--- src/rtl/noc_resp_tx.sv ---
// NoC transmit side: serialises READ/WRITE RESPONSE packets one byte per clock from a 64-bit word FIFO.
// Optional protocol checking (sticky err) is enabled by defining NOC_TX_CHK_EN.
module noc_resp_tx #(
    parameter int FIFO_DEPTH  = 16,
    parameter int STOP_MARGIN = 2
) (
    input  logic        clk,
    input  logic        reset,
    input  logic        rsp_valid,
    output logic        rsp_ready,
    input  logic        rsp_op,
    input  logic [1:0]  rsp_rc,
    input  logic [2:0]  rsp_dlen,
    input  logic [7:0]  rsp_dest,
    input  logic [7:0]  rsp_src,
    input  logic        pushout,
    input  logic        firstout,
    input  logic [63:0] dout,
    output logic        stopout,
    output logic        noc_from_dev_ctl,
    output logic [7:0]  noc_from_dev_data,
    output logic        err
);

    localparam int PW = $clog2(FIFO_DEPTH);
    localparam int CW = $clog2(FIFO_DEPTH + 1);
`ifdef NOC_TX_CHK_EN
    localparam int MW = 65;
`else
    localparam int MW = 64;
`endif
    localparam logic [PW-1:0] PTR_LAST = PW'(FIFO_DEPTH - 1);
    localparam logic [CW-1:0] DEPTH_C  = CW'(FIFO_DEPTH);
    localparam logic [CW-1:0] MARGIN_C = CW'(STOP_MARGIN);

    localparam logic [2:0] ST_IDLE = 3'd0;
    localparam logic [2:0] ST_CMD  = 3'd1;
    localparam logic [2:0] ST_DEST = 3'd2;
    localparam logic [2:0] ST_SRC  = 3'd3;
    localparam logic [2:0] ST_DATA = 3'd4;

    function automatic logic [4:0] words_needed(input logic [2:0] dlen);
        logic [4:0] w;
        case (dlen)
            3'd4:    w = 5'd2;
            3'd5:    w = 5'd4;
            3'd6:    w = 5'd8;
            3'd7:    w = 5'd16;
            default: w = 5'd1;
        endcase
        return w;
    endfunction

    function automatic logic [6:0] last_byte(input logic [2:0] dlen);
        return 7'((8'd1 << dlen) - 8'd1);
    endfunction

    logic [MW-1:0] mem [FIFO_DEPTH];
    logic [PW-1:0] wr_ptr;
    logic [PW-1:0] rd_ptr;
    logic [CW-1:0] count;
    logic [CW-1:0] count_next_s;
    logic          full_s;
    logic          push_s;
    logic          pop_s;
    logic [MW-1:0] head_s;
    logic [7:0]    head_byte_s;
    logic [6:0]    last_idx_s;

    logic [2:0]    state;
    logic [2:0]    dlen_r;
    logic          op_r;
    logic [7:0]    dest_r;
    logic [7:0]    src_r;
    logic [6:0]    byte_cnt;
    logic [2:0]    byte_idx;

    assign head_s      = mem[rd_ptr];
    assign head_byte_s = head_s[{byte_idx, 3'b000} +: 8];

    // FIFO control, pop decision and descriptor acceptance
    always_comb begin
        full_s       = (count == DEPTH_C);
        push_s       = pushout & ~full_s;
        last_idx_s   = last_byte(dlen_r);
        pop_s        = 1'b0;
        count_next_s = count;
        rsp_ready    = 1'b0;
        // a word leaves the FIFO when its byte 7 or the packet's last byte is loaded
        if (state == ST_SRC) begin
            pop_s = ~op_r & (last_idx_s == 7'd0);
        end else if (state == ST_DATA) begin
            pop_s = (byte_cnt != last_idx_s) &
                    ((byte_idx == 3'd7) | ((byte_cnt + 7'd1) == last_idx_s));
        end else begin
            pop_s = 1'b0;
        end
        case ({push_s, pop_s})
            2'b10:   count_next_s = count + CW'(1);
            2'b01:   count_next_s = count - CW'(1);
            default: count_next_s = count;
        endcase
        if (~reset && (state == ST_IDLE)) begin
            rsp_ready = rsp_op | (32'(count) >= 32'(words_needed(rsp_dlen)));
        end else begin
            rsp_ready = 1'b0;
        end
    end

    // FIFO pointers, occupancy and registered backpressure
    always_ff @(posedge clk) begin
        if (reset) begin
            wr_ptr  <= '0;
            rd_ptr  <= '0;
            count   <= '0;
            stopout <= 1'b0;
        end else begin
            if (push_s) begin
                wr_ptr <= (wr_ptr == PTR_LAST) ? '0 : wr_ptr + PW'(1);
            end
            if (pop_s) begin
                rd_ptr <= (rd_ptr == PTR_LAST) ? '0 : rd_ptr + PW'(1);
            end
            count   <= count_next_s;
            stopout <= ((DEPTH_C - count_next_s) <= MARGIN_C);
        end
    end

    // FIFO storage
    always_ff @(posedge clk) begin
        if (push_s) begin
`ifdef NOC_TX_CHK_EN
            mem[wr_ptr] <= {firstout, dout};
`else
            mem[wr_ptr] <= dout;
`endif
        end
    end

    // Packet FSM; the output registers always hold the byte for the current state
    always_ff @(posedge clk) begin
        if (reset) begin
            state             <= ST_IDLE;
            op_r              <= 1'b0;
            dlen_r            <= 3'd0;
            dest_r            <= 8'h00;
            src_r             <= 8'h00;
            byte_cnt          <= 7'd0;
            byte_idx          <= 3'd0;
            noc_from_dev_ctl  <= 1'b1;
            noc_from_dev_data <= 8'h00;
        end else begin
            case (state)
                ST_IDLE: begin
                    noc_from_dev_ctl <= 1'b1;
                    if (rsp_valid && rsp_ready) begin
                        op_r   <= rsp_op;
                        dlen_r <= rsp_op ? 3'd0 : rsp_dlen;
                        dest_r <= rsp_dest;
                        src_r  <= rsp_src;
                        noc_from_dev_data <= rsp_op ? {rsp_rc, 3'b000, 3'b100}
                                                    : {rsp_rc, rsp_dlen, 3'b011};
                        state  <= ST_CMD;
                    end else begin
                        noc_from_dev_data <= 8'h00;
                    end
                end
                ST_CMD: begin
                    noc_from_dev_ctl  <= 1'b0;
                    noc_from_dev_data <= dest_r;
                    state             <= ST_DEST;
                end
                ST_DEST: begin
                    noc_from_dev_ctl  <= 1'b0;
                    noc_from_dev_data <= src_r;
                    state             <= ST_SRC;
                end
                ST_SRC: begin
                    if (op_r) begin
                        noc_from_dev_ctl  <= 1'b1;
                        noc_from_dev_data <= 8'h00;
                        state             <= ST_IDLE;
                    end else begin
                        noc_from_dev_ctl  <= 1'b0;
                        noc_from_dev_data <= head_byte_s;
                        byte_idx          <= byte_idx + 3'd1;
                        byte_cnt          <= 7'd0;
                        state             <= ST_DATA;
                    end
                end
                ST_DATA: begin
                    if (byte_cnt == last_idx_s) begin
                        noc_from_dev_ctl  <= 1'b1;
                        noc_from_dev_data <= 8'h00;
                        byte_cnt          <= 7'd0;
                        byte_idx          <= 3'd0;
                        state             <= ST_IDLE;
                    end else begin
                        noc_from_dev_ctl  <= 1'b0;
                        noc_from_dev_data <= head_byte_s;
                        byte_cnt          <= byte_cnt + 7'd1;
                        byte_idx          <= byte_idx + 3'd1;
                    end
                end
                default: begin
                    noc_from_dev_ctl  <= 1'b1;
                    noc_from_dev_data <= 8'h00;
                    state             <= ST_IDLE;
                end
            endcase
        end
    end

`ifdef NOC_TX_CHK_EN
    logic first_pop_r;

    // Protocol checker: overflow and firstout framing of popped words
    always_ff @(posedge clk) begin
        if (reset) begin
            err         <= 1'b0;
            first_pop_r <= 1'b0;
        end else begin
            if ((pushout && full_s) ||
                (pop_s && first_pop_r && !head_s[64]) ||
                (pop_s && !first_pop_r && head_s[64])) begin
                err <= 1'b1;
            end
            if ((state == ST_IDLE) && rsp_valid && rsp_ready) begin
                first_pop_r <= 1'b1;
            end else if (pop_s) begin
                first_pop_r <= 1'b0;
            end
        end
    end
`else
    logic unused_firstout_s;
    assign unused_firstout_s = firstout;

    // Checking disabled: err held low
    always_ff @(posedge clk) begin
        err <= 1'b0;
    end
`endif

endmodule

--- config.mk ---
export PLATFORM = sky130hd
export DESIGN_NAME = noc_resp_tx
export DESIGN_NICKNAME = d
export VERILOG_FILES = /design/src/rtl/noc_resp_tx.sv
export SDC_FILE = /design/constraint.sdc
export NUM_CORES = 1
export LEC_CHECK = 0
export BUFFER_PORTS_ARGS = -buffer_cell sky130_fd_sc_hd__buf_2
export CORE_MARGIN = 2
export CORE_UTILIZATION = 50
export CTS_BUF_LIST = sky130_fd_sc_hd__clkbuf_4
export DETAILED_ROUTE_END_ITERATION = 12
export GPL_TIMING_DRIVEN = 0
export MAX_ROUTING_LAYER = met4
export PLACE_DENSITY_LB_ADDON = 0.25
export SLEW_MARGIN = 25
export SYNTH_ARGS = -nofsm -noshare
export SYNTH_HDL_FRONTEND = slang
export SYNTH_SLANG_ARGS = --single-unit
--- constraint.sdc ---
create_clock -name clk -period 8.05 [get_ports clk]
set_input_delay 2.0125 -clock clk [delete_from_list [all_inputs] [get_ports clk]]
set_output_delay 2.0125 -clock clk [all_outputs]
set_load 0.03 [all_outputs]
==> results.sh <==
export IMPL_run_status="finished, final reports clean"
export IMPL_sequentialPowerShare=0.560
export IMPL_crit_path_max_fanout=6
export IMPL_hold_start="dest_r[2]"
export IMPL_power_density_nw_per_um2=227
export IMPL_wl_um=105000
export IMPL_ys_seq_area_frac=0.755
export IMPL_synthFlopType="edfxtp_1"
export IMPL_ys_ff_latch=1084
export IMPL_grt_overflow=0
export IMPL_pwr_share_comb=0.038
export IMPL_criticalPathCategory="input port to output pin"
export IMPL_core_area_um2=83700
export IMPL_yosys_warnings=0
export IMPL_rr_endpoint="stopout"
export IMPL_clockBufferDepth=4
export IMPL_antenna_found_initial=16
export IMPL_leakage_nw=15.9
export IMPL_drv_cap=0
export IMPL_drtPass1Iterations=5
export IMPL_routabilityCongestion=0.847
export IMPL_io_pins=103
export IMPL_worstPathRequired_ns=6.04
export IMPL_rsz0062_at_grt="no"
export IMPL_r2r_cells=17
export IMPL_drc=0
export IMPL_relSlewSlack=0.293
export IMPL_worst_slew_pin_transition_ns=1.06
export IMPL_totalPowerFinal_mw=11.2
export IMPL_startpoint_type="input port"
export IMPL_die_h_um=295
export IMPL_multi_input_area_um2=9820
export IMPL_worst_hold_path_type="register to register"
export IMPL_cp_slowest_cell="or3_1"
export IMPL_syn_inst=2031
export IMPL_via_per_inst=5.94
export IMPL_nets=2633
export IMPL_ctsResizeCount=0
export IMPL_power_internal_mw=8.79
export IMPL_numCtsBuffers=292
export IMPL_hold_viol=0
export IMPL_clkTransAtPathRegs_ns=0.05
export IMPL_grt_start_max_net_pins=18
export IMPL_setup_ws_ns=2.43
export IMPL_cp_slowest_stage_delay_ns=0.38
export IMPL_clock_skew_ns=0.113
export IMPL_reg2reg_from="dlen_r[0]"
export IMPL_htreeDepth=5
export IMPL_ctsHoldBuffers=0
export IMPL_synth_cell_types=61
export IMPL_ir_drop_v=0.000139
export IMPL_end_kind="output pin"
export IMPL_via_count=22800
export IMPL_period_share=0.698
export IMPL_cp_common_cell="buf_2"
export IMPL_cts_tree="done"
export IMPL_finalCriticalPeriod_ns=5.62
export IMPL_synth_edff_count=1024
export IMPL_drt_antenna_violating_nets=0
export IMPL_place_ws_ns=2.45
export IMPL_drive_above_1_share=0.357
export IMPL_async_flop_share=0
export IMPL_whs_path_depth=2
export IMPL_syn_avg_cell_area_um2=20.8
export IMPL_switchingPower_mw=2.41
export IMPL_globalRouteTotalUtil=0.254
export IMPL_dieArea_um2=87000
export IMPL_fmax_ghz=0.178
export IMPL_finalMaxSlewViolations=0
export IMPL_syn_num_nets=2140
export IMPL_port_buffers=100
export IMPL_path_cells="buf_2, or3_1, ha_1, a21o_1, a21oi_1, o21ai_1, buf_2"
export IMPL_insertion_delay_ns=1.16
export IMPL_initial_utilization=0.506
export IMPL_regArea_um2=32000
export IMPL_arrival_ns=3.61
export IMPL_grt_pass1_wl_um=152000
export IMPL_hold_end="dest_r[2]"
export IMPL_grt_pass1_vias=23300
export IMPL_setup_tns_ns=0
export IMPL_reg2reg_setup_slack_ns=3.59
export IMPL_area_growth_syn_to_layout_pct=16.6
export IMPL_wire_per_inst_um=27.2
export IMPL_cts_setup_buffers=0
export IMPL_n_fill_cell=6115
export IMPL_root_buffer="clkbuf_4"
export IMPL_postPlaceCellArea_um2=46000
export IMPL_switching_share=0.215
export IMPL_row_count=106
export IMPL_dp_hpwl_um=69600
export IMPL_die_x_um=295
export IMPL_fin_area_um2=49400
export IMPL_utilization=0.590
export IMPL_syn_cell_area_um2=42300
export IMPL_setup_viol=0
export IMPL_clkSinkCount=1084
export IMPL_clockPowerShare=0.403
export IMPL_drtIter0Drc=2341
-- final cells by class --
class,count,area share
Inverter,18,0.00137
Tap cell,1134,0.0287
Buffer,108,0.0122
Multi-Input combinational cell,821,0.199
Clock inverter,65,0.00674
Sequential cell,1084,0.647
Clock buffer,403,0.0613
Antenna cell,16,0.000811
Timing Repair Buffer,199,0.0426
-- registers in the layout, summed over array words and instances, names as in the netlist, 3 cells and up, named ones only --
register           count
mem                 1024
dest_r                 8
noc_from_dev_data      8
src_r                  8
byte_cnt               7
count                  5
rd_ptr                 4
wr_ptr                 4
byte_idx               3
dlen_r                 3
state                  3
-- per-layer routing --
| metal | share of wire | vias up | wire length (um) | track usage |
|---|---|---|---|---|
| li1 | - | 9653 | - | - |
| met1 | 0.41 | 11900 | 42900 | 0.340 |
| met2 | 0.49 | 1109 | 51000 | 0.392 |
| met3 | 0.080 | 172 | 8380 | 0.0554 |
| met4 | 0.023 | 0 | 2380 | 0.0834 |
| met5 | 0 | - | 0 | - |
-- Yosys cell counts, types with 9 or more instances --
master	instances	area [um2]
a21o_1	10	75.1
a21oi_1	54	270
a221oi_1	9	78.8
a22oi_1	25	188
buf_2	25	125
buf_4	16	120
clkbuf_1	49	184
dfxtp_1	60	1200
edfxtp_1	1024	30700
ha_1	18	225
inv_1	18	67.6
mux2i_1	60	601
mux4_1	12	315
mux4_2	260	5860
nand2_1	81	304
nand2b_1	10	62.6
nand3_1	16	80.1
nand4_1	9	56.3
nor2_1	62	233
nor3_1	23	115
o21ai_0	37	185
o221ai_1	12	105
o22ai_1	9	56.3
xor2_1	11	96.3
-- cells by family after synthesis --
group	Yosys count	share of synthesized area
AND/OR/NAND/NOR	245	0.0272
AO/OA/AOI/OAI	201	0.0313
adder cells (fa/ha/maj)	18	0.00532
XOR/XNOR	19	0.00393
multiplexers	337	0.161
flip-flops	1084	0.755
other	1	0.0000886
buffers and inverters	126	0.0158
-- worst max-delay path by stage --
stage	startpoint	end
final	rsp_dlen[1]	rsp_ready
after global routing	rsp_dlen[2]	rsp_ready
after CTS	rsp_dlen[1]	rsp_ready
after detailed placement	rsp_dlen[1]	rsp_ready
after global placement	pushout	mem[3][29]
after floorplan	pushout	mem[3][0]
-- power groups by stage --
stage | Sequential [mW] | Combinational [mW] | Clock (mW)
2_1_floorplan | 6.40 | 0.207 | 0
3_3_place_gp | 6.41 | 0.378 | 0
3_5_place_dp | 6.39 | 0.421 | 0
4_1_cts | 6.27 | 0.422 | 4.62
5_1_grt | 6.27 | 0.455 | 4.89
6_report | 6.27 | 0.422 | 4.51
-- critical path: cells and delay by family --
kind,cells,cell delay (ns)
adders and majority gates,1,0.29
buffers and inverters,2,0.41
and+or+nand+nor,1,0.38
AOI/OAI and AO/OA,3,0.52
-- placed cells by master (no fill, tap or decap), types with 16 or more instances in the layout --
cell type	count
edfxtp_1	1024
nor3_1	18
mux4_2	260
nand3_1	16
a22oi_1	25
buf_2	125
dfxtp_1	60
clkbuf_1	46
a21oi_1	54
buf_4	63
clkinv_1	50
nand2_1	81
o21ai_0	37
clkbuf_4	403
buf_12	22
ha_1	18
nor2_1	50
diode_2	16
mux2i_1	60
buf_16	30
inv_1	18
-- per-stage QoR --
step | instances | hold slack (ns)
CTS | 3832 | 0.456
finish | 3848 | 0.459
detailed placement | 3364 | 0.453
global placement | 3265 | 0.444
floorplan | 2031 | 0.436
global route | 3847 | 0.482
(Power assumes the default switching activity.)
